<file path="config.mk">
export PLATFORM = sky130hd
export DESIGN_NAME = uart_rx
export DESIGN_NICKNAME = d
export VERILOG_FILES = /design/src/rtl/uart_rx.sv
export SDC_FILE = /design/constraint.sdc
export NUM_CORES = 1
export LEC_CHECK = 0
export ABC_CLOCK_PERIOD_IN_PS = 3350
export BUFFER_PORTS_ARGS = -buffer_cell sky130_fd_sc_hd__buf_4
export CAP_MARGIN = 10
export CORE_MARGIN = 4
export CORE_UTILIZATION = 59
export DETAILED_ROUTE_END_ITERATION = 7
export PLACE_DENSITY = 0.86
export SLEW_MARGIN = 10
export SYNTH_ARGS = -nofsm -noshare
export SYNTH_HDL_FRONTEND = slang
export SYNTH_SLANG_ARGS = --single-unit
</file>
<file path="constraint.sdc">
create_clock -name Clock -period 3.35 [get_ports Clock]
set_input_delay 0.5025 -clock Clock [delete_from_list [all_inputs] [get_ports Clock]]
set_output_delay 0.5025 -clock Clock [all_outputs]
set_load 0.03 [all_outputs]
</file>
<file path="src/rtl/uart_rx.sv">
// UART receiver: start bit, 8 data bits MSB first, optional parity, one or two stop bits.
// Define UART_RX_PARITY_EN to build the parity state and checker; otherwise PARITY_ERR is tied low.
module uart_rx (
    input  logic       Clock,
    input  logic       Reset,
    input  logic [7:0] MODOS_DE_OPERACAO,
    input  logic       RX_IN,
    output logic [7:0] DATA,
    output logic       DATA_VALID,
    output logic       PARITY_ERR,
    output logic       FRAME_ERR,
    output logic       RTS
);

    typedef enum logic [2:0] {
        S_IDLE   = 3'd0,
        S_START  = 3'd1,
        S_DATA   = 3'd2,
`ifdef UART_RX_PARITY_EN
        S_PARITY = 3'd3,
`endif
        S_STOP1  = 3'd4,
        S_STOP2  = 3'd5,
        S_DONE   = 3'd6,
        S_BREAK  = 3'd7
    } state_t;

    state_t      state_q, state_d;
    logic        sync1_q, sync2_q;
    logic        rx_s;
    logic [15:0] div_s, half_s;
    logic [15:0] cnt_q, cnt_d;
    logic        sample_s;
    logic [2:0]  bit_idx_q, bit_idx_d;
    logic [7:0]  shift_q, shift_d;
    logic [7:0]  data_q, data_d;
    logic        ferr_q, ferr_d;
    logic        frame_err_q, frame_err_d;
    logic        data_valid_q, data_valid_d;
    logic        rts_q, rts_d;
    logic        unused_mode_s;

`ifdef UART_RX_PARITY_EN
    logic        perr_q, perr_d;
    logic        parity_err_q, parity_err_d;

    function automatic logic parity_calc(input logic [7:0] d, input logic odd);
        return (^d) ^ odd;
    endfunction

    assign unused_mode_s = ^MODOS_DE_OPERACAO[4:2];
`else
    assign unused_mode_s = ^{MODOS_DE_OPERACAO[4:2], MODOS_DE_OPERACAO[1:0]};
`endif

    assign rx_s = sync2_q;

    // Two-flop synchronizer for the asynchronous serial line (idles high).
    always_ff @(posedge Clock) begin
        if (Reset) begin
            sync1_q <= 1'b1;
            sync2_q <= 1'b1;
        end else begin
            sync1_q <= RX_IN;
            sync2_q <= sync1_q;
        end
    end

    // Baud divider selection from the operating-mode word.
    always_comb begin
        case (MODOS_DE_OPERACAO[7:6])
            2'b00:   div_s = 16'd10416;
            2'b01:   div_s = 16'd5208;
            2'b10:   div_s = 16'd2604;
            default: div_s = 16'd868;
        endcase
    end

    assign half_s = {1'b0, div_s[15:1]};
    // >= rather than == keeps the counter bounded if the mode changes mid-frame.
    assign sample_s = (cnt_q >= div_s);

    // Next-state, datapath and output computation for the receive FSM.
    always_comb begin
        state_d      = state_q;
        cnt_d        = cnt_q + 16'd1;
        bit_idx_d    = bit_idx_q;
        shift_d      = shift_q;
        data_d       = data_q;
        ferr_d       = ferr_q;
        frame_err_d  = frame_err_q;
        data_valid_d = 1'b0;
`ifdef UART_RX_PARITY_EN
        perr_d       = perr_q;
        parity_err_d = parity_err_q;
`endif
        case (state_q)
            S_IDLE: begin
                cnt_d = 16'd0;
                if (!rx_s) begin
                    state_d = S_START;
                end else begin
                    state_d = S_IDLE;
                end
            end
            S_START: begin
                if (cnt_q >= half_s) begin
                    cnt_d = 16'd0;
                    if (rx_s) begin
                        state_d = S_IDLE;
                    end else begin
                        state_d   = S_DATA;
                        bit_idx_d = 3'd7;
                        ferr_d    = 1'b0;
`ifdef UART_RX_PARITY_EN
                        perr_d    = 1'b0;
`endif
                    end
                end else begin
                    state_d = S_START;
                end
            end
            S_DATA: begin
                if (sample_s) begin
                    cnt_d              = 16'd0;
                    shift_d[bit_idx_q] = rx_s;
                    if (bit_idx_q == 3'd0) begin
`ifdef UART_RX_PARITY_EN
                        if (MODOS_DE_OPERACAO[0]) begin
                            state_d = S_PARITY;
                        end else begin
                            state_d = S_STOP1;
                        end
`else
                        state_d = S_STOP1;
`endif
                    end else begin
                        bit_idx_d = bit_idx_q - 3'd1;
                    end
                end else begin
                    state_d = S_DATA;
                end
            end
`ifdef UART_RX_PARITY_EN
            S_PARITY: begin
                if (sample_s) begin
                    cnt_d   = 16'd0;
                    perr_d  = (parity_calc(shift_q, MODOS_DE_OPERACAO[1]) != rx_s);
                    state_d = S_STOP1;
                end else begin
                    state_d = S_PARITY;
                end
            end
`endif
            S_STOP1: begin
                if (sample_s) begin
                    cnt_d = 16'd0;
                    if (!rx_s) begin
                        ferr_d = 1'b1;
                    end else begin
                        ferr_d = ferr_q;
                    end
                    if (!MODOS_DE_OPERACAO[5]) begin
                        state_d = S_STOP2;
                    end else begin
                        state_d = S_DONE;
                    end
                end else begin
                    state_d = S_STOP1;
                end
            end
            S_STOP2: begin
                if (sample_s) begin
                    cnt_d   = 16'd0;
                    state_d = S_DONE;
                    if (!rx_s) begin
                        ferr_d = 1'b1;
                    end else begin
                        ferr_d = ferr_q;
                    end
                end else begin
                    state_d = S_STOP2;
                end
            end
            S_DONE: begin
                cnt_d        = 16'd0;
                data_d       = shift_q;
                frame_err_d  = ferr_q;
                data_valid_d = 1'b1;
`ifdef UART_RX_PARITY_EN
                parity_err_d = perr_q;
`endif
                // A stop bit seen low may be a held break; wait for the line to recover.
                if (ferr_q) begin
                    state_d = S_BREAK;
                end else begin
                    state_d = S_IDLE;
                end
            end
            S_BREAK: begin
                cnt_d = 16'd0;
                if (rx_s) begin
                    state_d = S_IDLE;
                end else begin
                    state_d = S_BREAK;
                end
            end
            default: begin
                cnt_d   = 16'd0;
                state_d = S_IDLE;
            end
        endcase
        rts_d = (state_d == S_IDLE);
    end

    // State and output registers; Reset aborts any frame in progress.
    always_ff @(posedge Clock) begin
        if (Reset) begin
            state_q      <= S_IDLE;
            cnt_q        <= 16'd0;
            bit_idx_q    <= 3'd0;
            shift_q      <= 8'h00;
            data_q       <= 8'h00;
            ferr_q       <= 1'b0;
            frame_err_q  <= 1'b0;
            data_valid_q <= 1'b0;
            rts_q        <= 1'b0;
`ifdef UART_RX_PARITY_EN
            perr_q       <= 1'b0;
            parity_err_q <= 1'b0;
`endif
        end else begin
            state_q      <= state_d;
            cnt_q        <= cnt_d;
            bit_idx_q    <= bit_idx_d;
            shift_q      <= shift_d;
            data_q       <= data_d;
            ferr_q       <= ferr_d;
            frame_err_q  <= frame_err_d;
            data_valid_q <= data_valid_d;
            rts_q        <= rts_d;
`ifdef UART_RX_PARITY_EN
            perr_q       <= perr_d;
            parity_err_q <= parity_err_d;
`endif
        end
    end

    assign DATA       = data_q;
    assign DATA_VALID = data_valid_q;
    assign FRAME_ERR  = frame_err_q;
    assign RTS        = rts_q;
`ifdef UART_RX_PARITY_EN
    assign PARITY_ERR = parity_err_q;
`else
    assign PARITY_ERR = 1'b0;
`endif

endmodule

</file>
==> flow_summary.yaml, run 1 <==
place:
  dp_hpwl_um: 3690
  dp.cells: 360
  port_buffers: 16
  place.gp.congestion: 0.812
  dp_slack_ns: 0.285
floorplanning:
  rows: 23
  die_area_um2: 5540
  io_pins: 23
  die_h_um: 74.4
  die_width_um: 74.4
  core_area_um2: 4140
  start_util_pct: 62.8
synthesis:
  synth_fa_ha_area_share_pct: 15.9
  yosysUniqueCellTypes: 43
  synthMuxAreaShare_pct: 6.16
  syn_avg_cell_area_um2: 8.61
  synthesis.area_um2: 2600
  synth_top_family_by_area: "simple AND/OR/NAND/NOR gates"
  synth_cells: 302
  synth-seq-cells: 44
  synth_compound_area_share_pct: 12.3
  synthSimpleGateAreaFrac_pct: 22.5
  yosysSeqAreaShare_pct: 33.9
  ys_warn_count: 0
  yosys.area_share.xor_xnor_pct: 4.38
final_layout:
  fillCellCount: 341
  antenna_cells: 0
  area_delta_synth_final_pct: 9.43
  layout-drive-gt1-share_pct: 12.9
  utilization_pct: 68.7
  fin_cells: 368
  num-nets-final: 361
  multi_input_area_um2: 1600
  seq_area_um2: 881
clocking:
  cts_setup_buffers: 0
  clk-insertion-delay-late_ns: 0.30
  cts_tree: "built"
  root_buffer: "clkbuf_8"
  hold_buffers: 0
  cts-resized-gates: 0
  cts_made_buffers: 5
  htreeDepth: 2
  clockBufferDepth: 2
  cts_sinks: 44
  clk_pin_slew_ns: 0.09
power:
  ir_drop_uv: 279
  p_leak_nw: 1.21
  power.density_nw_per_um2: 337
status:
  status: "completed"
detailed_routing:
  routedWlPerCell_um: 13.5
  drc: 0
  ant_nets: 0
  wl_um: 4970
  drt_first_pass_iters: 4
  drt_iter0_markers: 132
  via_per_inst: 5.71
  route.vias.total: 2101
critical_path:
  worstPathRequired_ns: 3.53
  critPathLaunchType: "primary input"
  setup.worst_path.class: "in2reg"
  crit_fanout: 5
  arrival_ns: 3.01
  r2r_cells: 8
  cp-end-kind: "register"
sta:
  slew_headroom_pct: 55.3
  layout_setup_ws_ns: 0.527
  timing.hold.ws_ns: 0.391
  setup_viol: 0
  tightest_slew_ns: 0.668
  timing.fmax_mhz: 354
  fin_setup_tns_ns: 0
  hold_violations: 0
  period_share_pct: 84.3
  rsz0062_at_grt: "no"
  finClkSkew_ns: 0.0124
  final_max_slew_viol_count: 0
  fin_crit_ns: 2.82
run:
  drv_cap: 0
grt:
  antenna_found_initial: 0
  grt_max_degree: 32
  gr-total-overflow: 0
  grt_pass1_wl_um: 8490
  grt_usage_pct: 19.5
  grt_pass1_vias: 1971
hold_path:
  worstHoldPathCells: 2
  hp-class: "in2reg"
-- through the flow --
stage	power, mW	cell area, um^2
6_report	0.959	2850
5_1_grt	0.988	2850
4_1_cts	0.962	2850
3_5_place_dp	0.618	2750
3_3_place_gp	0.616	2750
2_1_floorplan	0.599	2610
-- where the power goes --
part	switching (mW)	internal [mW]	leakage (nW)
Combinational	0.0455	0.0317	0.810
Clock	0.185	0.167	0.0434
Sequential	0.00351	0.526	0.356
-- worst paths after layout --
path	start	endpoint	slack, ns
hold / removal	RX_IN	sync1_q$_SDFF_PP1_	0.39
setup / recovery	MODOS_DE_OPERACAO[6]	shift_q[3]$_SDFFE_PP0P_	0.53
hold reg to reg	sync1_q$_SDFF_PP1_	rx_s$_SDFF_PP1_	0.40
setup reg to reg	cnt_q[2]$_SDFF_PP0_	shift_q[3]$_SDFFE_PP0P_	0.95
-- state kept, by name, indices dropped and copies added (netlist names), 3 cells and up --
signal	cells
bit_idx_q	3
cnt_q	16
DATA	8
shift_q	8
state_q	3
-- synth_stat cells (all sizes together) --
cell type	instances	area, um^2
a311oi	1	8.76
and3	2	12.5
and4	2	17.5
o21ai	9	48.8
xnor2	7	61.3
ha	33	413
or4	1	11.3
a41oi	1	8.76
a31oi	5	31.3
nand4	7	43.8
a211oi	4	50.1
nor4	2	18.8
inv	19	71.3
nor2b	1	6.26
o41ai	1	8.76
and2	1	6.26
a221oi	1	15.0
or2	5	33.8
dfxtp	44	881
nand3b	2	15.0
o22ai	3	18.8
nand2b	11	68.8
buf	3	23.8
mux2i	16	160
nor2	48	180
nor3	7	35.0
a2111oi	1	15.0
conb	1	3.75
nand4b	1	8.76
a21oi	16	83.8
xor2	6	52.6
o21a	4	30.0
nand2	16	60.1
or3	2	12.5
nand3	11	55.1
clkbuf	8	30.0
-- per-layer routing --
layer / GRT usage, % / share of wire (%) / vias to the layer above
li1: - / - / 1079
met1: 25.9 / 48 / 968
met2: 32.2 / 46 / 47
met3: 3.65 / 4.7 / 7
met4: 5.73 / 1.2 / 0
met5: 0 / 0 / -
-- kinds of logic after synthesis --
kind of cell,Yosys count
simple gates,119
compound gates,46
flops,44
fa+ha+maj,33
buf+inv,30
mux,16
xor+xnor,13
other cells,1
-- worst max-delay path, stage by stage --
cell and delay [ns]:
buf_4 0.11, inv_1 0.10, ha_1 0.21, or2_2 0.32
ha_1 0.29, nand2_1 0.04, a311oi_1 0.46, o21ai_1 0.25
a211oi_2 0.42, nand3_1 0.15, mux2i_1 0.14
-- layout make-up --
type,count,area share (%)
Multi-Input combinational cell,229,56.2
Clock inverter,2,0.527
Sequential cell,44,30.9
Inverter,19,2.51
Clock buffer,6,2.90
Tap cell,50,2.20
Timing Repair Buffer,18,4.75
-- layout by cell type, fill, tap and decap left out, types with 4 or more instances in the layout --
cell	n
nand4_1	7
or2_2	4
a21oi_1	15
o21ai_0	7
a31oi_1	5
inv_1	19
o21a_1	4
dfxtp_1	44
nand2b_1	11
nand2_1	16
xnor2_1	7
nand3_1	11
mux2i_1	16
nor2_1	48
a211oi_2	4
clkbuf_8	6
xor2_1	6
nor3_1	7
buf_4	18
ha_1	33
Power figures use the tool's default switching activity.
==> run 2, diff against run 1 <==
ABC_CLOCK_PERIOD_IN_PS = 2500   (was 3350)
CORE_UTILIZATION = 54   (was 59)
PLACE_DENSITY = 0.83   (was 0.86)
clock period = 2.5 ns   (was 3.35 ns; I/O delays follow)
==> run 2 against run 1 <==
Against the previous run:
- combinational power grew 76%
- highest routed layer unchanged
- flip-flop and latch count stayed put
- clock skew fell by 0.0028 ns
- register-to-register slack lost 0.75 ns
- critical endpoint is now cnt_q[13]$_SDFF_PP0_
- die area up 8.2%
- non-clock buffer count is 17 higher
- clock power grew 23%
- via count grew 8.4%
- critical path type unchanged
- sequential power grew 34%
- critical path depth unchanged
==> flow_summary.yaml, run 2 (synthesized netlist as in run 1, its figures left out) <==
place:
  place.gp.congestion: 0.909
  dp_slack_ns: -0.455
  port_buffers: 16
  dp_hpwl_um: 4080
critical_path:
  cp-end-kind: "register"
  worstPathRequired_ns: 2.73
  cp_cell_sequence: "buf_4, ha_1, or2_4, inv_2, ha_1, a21oi_2, nor3_2, or4_4, a211oi_4, o21ai_4, nor2_1"
  crit_fanout: 8
  arrival_ns: 2.69
  critPathLaunchType: "primary input"
  crit_path_frequent_cell: "ha_1"
  crit_path_top_delay_cell: "or4_4"
  slowest_delay_ns: 0.46
  path_buf_inv: 2
  setup.worst_path.class: "in2reg"
  critPathTopFamily: "simple AND/OR/NAND/NOR gates"
power:
  power.density_nw_per_um2: 416
  p_leak_nw: 1.29
  p_total_mw: 1.28
  ir_drop_uv: 365
grt:
  grt_max_degree: 32
  grt_usage_pct: 19.6
  gr-total-overflow: 0
  grt_pass1_wl_um: 9690
  grt_pass1_vias: 2085
  antenna_found_initial: 0
final_layout:
  regMostFlops: "cnt_q"
  fillCellCount: 343
  utilization_pct: 68.2
  antenna_cells: 0
  num-nets-final: 379
  layout-drive-gt1-share_pct: 22.7
  final_common_cell: "nor2_1"
  multi_input_area_um2: 1710
  seq_area_um2: 881
  final_cell_mix: "nor2_1 (46), dfxtp_1 (44), buf_4 (35)"
  area_delta_synth_final_pct: 18.1
  largest_reg_flops: 16
sta:
  final_max_slew_viol_count: 0
  slew_headroom_pct: 47.9
  finClkSkew_ns: 0.00958
  fin_crit_ns: 2.47
  timing.fmax_mhz: 405
  hold_violations: 0
  layout_setup_ws_ns: 0.0315
  tightest_slew_ns: 0.776
  setup_viol: 0
  period_share_pct: 98.7
  timing.hold.ws_ns: 0.256
  fin_setup_tns_ns: 0
detailed_routing:
  drt_first_pass_iters: 5
  wl_um: 5930
  ant_nets: 0
  routedWlPerCell_um: 15.3
  via_per_inst: 5.88
  drt_iter0_markers: 208
  route.vias.total: 2277
  drc: 0
clocking:
  clockBufferDepth: 2
  htreeDepth: 2
  clk_pin_slew_ns: 0.08
  root_buffer: "clkbuf_8"
  clk-insertion-delay-late_ns: 0.30
  cts_tree: "built"
  cts_made_buffers: 5
  cts_sinks: 44
  hold_buffers: 0
floorplanning:
  core_area_um2: 4500
  start_util_pct: 57.8
  die_h_um: 77.4
  rows: 24
  die_width_um: 77.4
  io_pins: 23
  die_area_um2: 5990
run:
  drv_cap: 0
hold_path:
  hp-class: "in2reg"
status:
  status: "completed"
==> run 2: repair_timing <==
action	CTS	global route
endpoints found under the setup margin	22	31
pin swaps	1	11
cloned	0	1
gates resized for setup	7	21
setup buffers	0	0
==> run 2: where the power goes <==
part | internal [mW] | total [mW] | switching, mW
Combinational | 0.0592 | 0.136 | 0.0770
Sequential | 0.705 | 0.711 | 0.00538
Clock | 0.189 | 0.433 | 0.243
Total | 0.954 | 1.28 | 0.326
==> run 2: per-stage QoR <==
| step | cells | instance area [um^2] |
|---|---|---|
| after global routing | 387 | 3070 |
| after detailed placement | 379 | 2880 |
| final | 387 | 3070 |
| after global placement | 379 | 2880 |
| after floorplan | 303 | 2610 |
| after CTS | 386 | 3000 |
==> run 2: metal layers <==
metal	part of all wire (%)	up-vias	GRT usage (%)
met5	0	-	0
met4	1.6	0	5.87
met3	5.4	12	4.28
met2	46	69	30.6
met1	47	1085	27.3
li1	-	1111	-
==> run 2: final timing paths <==
check / from / end / slack (ns) / cells after the start
setup / recovery: MODOS_DE_OPERACAO[6] / cnt_q[13]$_SDFF_PP0_ / 0.03 / 11
hold / removal: RX_IN / sync1_q$_SDFF_PP1_ / 0.26 / 2
setup reg to reg: cnt_q[11]$_SDFF_PP0_ / cnt_q[13]$_SDFF_PP0_ / 0.20 / 7
hold reg to reg: sync1_q$_SDFF_PP1_ / rx_s$_SDFF_PP1_ / 0.42 / 1
==> run 2: worst register-to-register path, stage by stage, from the launching register on <==
cell	delay [ns]
dfxtp_1	0.44
ha_1	0.30
a211oi_2	0.19
nor2_1	0.10
or4_4	0.53
a211oi_4	0.35
o21ai_4	0.18
nor2_1	0.15
==> run 2: cell type report <==
cell class | instances | area share, %
Clock inverter | 2 | 0.407
Clock buffer | 5 | 2.24
Sequential cell | 44 | 28.7
Tap cell | 52 | 2.12
Multi-Input combinational cell | 230 | 55.6
Inverter | 19 | 2.40
Timing Repair Buffer | 35 | 8.55
==> run 3, diff against run 2 <==
ABC_AREA = 1   (was unset)
HOLD_SLACK_MARGIN = 0.06   (was unset)
PLACE_DENSITY = 0.76   (was 0.83)
==> run 3 against run 2 <==
Against the previous run:
- global-route usage down 0.84 points
- final cell count rose by 21%
- total power is 10% higher
- clock power grew 30%
- largest cell class unchanged
- highest routed layer unchanged
==> flow_summary.yaml, run 3 <==
status:
  status: "completed"
grt:
  grt_usage_pct: 18.8
  grt_pass1_vias: 2214
  grt_max_degree: 18
  grt_pass1_wl_um: 9510
  antenna_found_initial: 0
  gr-total-overflow: 0
critical_path:
  arrival_ns: 2.46
  crit_fanout: 15
  setup.worst_path.class: "in2reg"
  cp-end-kind: "register"
  worstPathRequired_ns: 2.72
  critPathLaunchType: "primary input"
synthesis:
  yosysMostFrequentCell: "nand2_1"
  synthArstFlopShare_pct: 0
  yosysSeqAreaShare_pct: 31.9
  netlist.area_leader.share_pct: 31.9
  ys_warn_count: 0
  yosysUniqueCellTypes: 33
  yosys-top-cells-count: "nand2_1 (70), nor2_1 (53), dfxtp_1 (44), inv_1 (44), ha_1 (33)"
  ys.flop_type: "dfxtp_1"
  yosys-top-cells-area: "dfxtp_1 (32%), ha_1 (15%), nand2_1 (9.5%)"
  yosys.area.top_type: "dfxtp_1"
  synth_edf_count: 0
  synth-seq-cells: 44
  syn_avg_cell_area_um2: 7.38
  synthesis.area_um2: 2760
  synth_cells: 374
place:
  dp_hpwl_um: 4050
  place.gp.congestion: 0.915
  dp_slack_ns: -0.0792
  port_buffers: 16
floorplanning:
  die_h_um: 79.5
  core_area_um2: 4850
  start_util_pct: 56.9
  rows: 25
  die_width_um: 79.5
  io_pins: 23
  die_area_um2: 6320
detailed_routing:
  route.vias.total: 2335
  via_per_inst: 5.00
  drt_first_pass_iters: 4
  drt_iter0_markers: 113
  ant_nets: 0
  routedWlPerCell_um: 11.1
  wl_um: 5200
  drc: 0
clocking:
  clk_pin_slew_ns: 0.08
  hold_buffers: 0
  cts_made_buffers: 5
  cts_sinks: 44
  cts_setup_buffers: 0
  clockBufferDepth: 2
  clk-insertion-delay-late_ns: 0.30
  htreeDepth: 2
  root_buffer: "clkbuf_8"
  cts_tree: "built"
  cts-resized-gates: 0
sta:
  hold_violations: 0
  setup_viol: 0
  finClkSkew_ns: 0.0114
  timing.hold.ws_ns: 0.262
  final_max_slew_viol_count: 0
  rsz0062_at_grt: "no"
  timing.fmax_mhz: 446
  layout_setup_ws_ns: 0.257
  period_share_pct: 89.7
  fin_crit_ns: 2.24
power:
  power.density_nw_per_um2: 455
  combPwrFrac_pct: 9.5
  p_leak_nw: 1.43
  ir_drop_uv: 624
  switching_power_uw: 328
  pwr-share-clk_pct: 40.0
  swShare_pct: 23.2
  intPower_mw: 1.08
  pwr-share-seq_pct: 50.5
final_layout:
  antenna_cells: 0
  regMostFlops: "cnt_q"
  final_cell_mix: "nand2_1 (70), nor2_1 (53), dfxtp_1 (44), inv_1 (44), ha_1 (33)"
  num-nets-final: 443
  final_common_cell: "nand2_1"
  utilization_pct: 64.0
  layout-drive-gt1-share_pct: 17.5
  largest_reg_flops: 16
  area_delta_synth_final_pct: 12.5
run:
  drv_cap: 0
hold_path:
  hp-class: "in2reg"
-- run 3: cell types whose count changed after synthesis, moves of 5 or more --
cell	before	now
nand2_1	16	70
inv_1	19	44
mux2i_1	16	0
nand2b_1	11	0
nor2_2	0	11
nand3_1	11	19
a21oi_1	15	22
inv_2	0	7
o21ai_0	7	14
clkbuf_1	8	3
nand2_2	0	5
nor2_1	48	53
xnor2_1	7	2
-- run 3: area by class of cell --
| class | count | area, um^2 |
|---|---|---|
| multi-input combinational | 274 | 1660 |
| fill | 440 | 1750 |
| clock buffer | 6 | 82.6 |
| tap | 67 | 83.8 |
| clock inverter | 2 | 38.8 |
| inverter | 52 | 195 |
| timing repair buffer | 22 | 165 |
| sequential | 44 | 881 |
-- run 3: worst max-delay path, stage by stage --
cell	delay, ns
buf_4	0.11
inv_1	0.07
ha_1	0.19
nor2_1	0.26
inv_1	0.11
ha_1	0.28
nand2_1	0.06
nand3b_1	0.10
nand3_1	0.10
nand2_1	0.08
nand2_1	0.07
nand2_2	0.10
inv_2	0.08
nand2_1	0.06
nand2_2	0.08
nand2_4	0.15
nor3b_1	0.21
-- run 3: kinds of logic (layout without fill, tap and decap cells) --
logic type	count (synthesis)	count (layout)	share of synthesized area, %
xor+xnor	7	7	2.22
buf+inv	57	82	8.16
simple gates	191	191	34.9
compound gates	41	41	7.71
flops	44	44	31.9
other cells	1	2	0.136
fa+ha+maj	33	33	15.0
-- run 3: layer usage --
metal	part of all wire (%)	vias to the layer above	track usage (%)	wire, um
li1	-	1256	-	-
met1	53	1034	26.7	2730
met2	42	37	27.6	2170
met3	4.1	8	3.84	211
met4	1.7	0	7.39	87
met5	0	-	0	0
-- run 3: through the flow --
stage | instances | setup TNS (ns) | area (um^2) | total power [mW]
floorplan | 375 | 0 | 2760 | 0.824
global placement | 459 | 0 | 2980 | 0.859
detailed placement | 459 | -0.564 | 2980 | 0.864
CTS | 467 | 0 | 3100 | 1.43
global route | 467 | 0 | 3100 | 1.49
finish | 467 | 0 | 3100 | 1.41
-- run 3: path summary, 6_finish.rpt --
kind                         from                  end  slack, ns  cells past startpoint
min reg2reg    sync1_q$_SDFF_PP1_      rx_s$_SDFF_PP1_       0.41                      1
min                         RX_IN   sync1_q$_SDFF_PP1_       0.26                      2
max reg2reg   cnt_q[2]$_SDFF_PP0_  cnt_q[8]$_SDFF_PP0_       0.53                     13
max          MODOS_DE_OPERACAO[6]  cnt_q[8]$_SDFF_PP0_       0.26                     17
-- run 3: power groups by stage --
stage,Clock (mW),Combinational (mW),Sequential [mW]
finish,0.565,0.135,0.713
floorplan,0,0.0926,0.732
global route,0.618,0.155,0.715
CTS,0.578,0.135,0.713
global placement,0,0.129,0.730
detailed placement,0,0.134,0.730
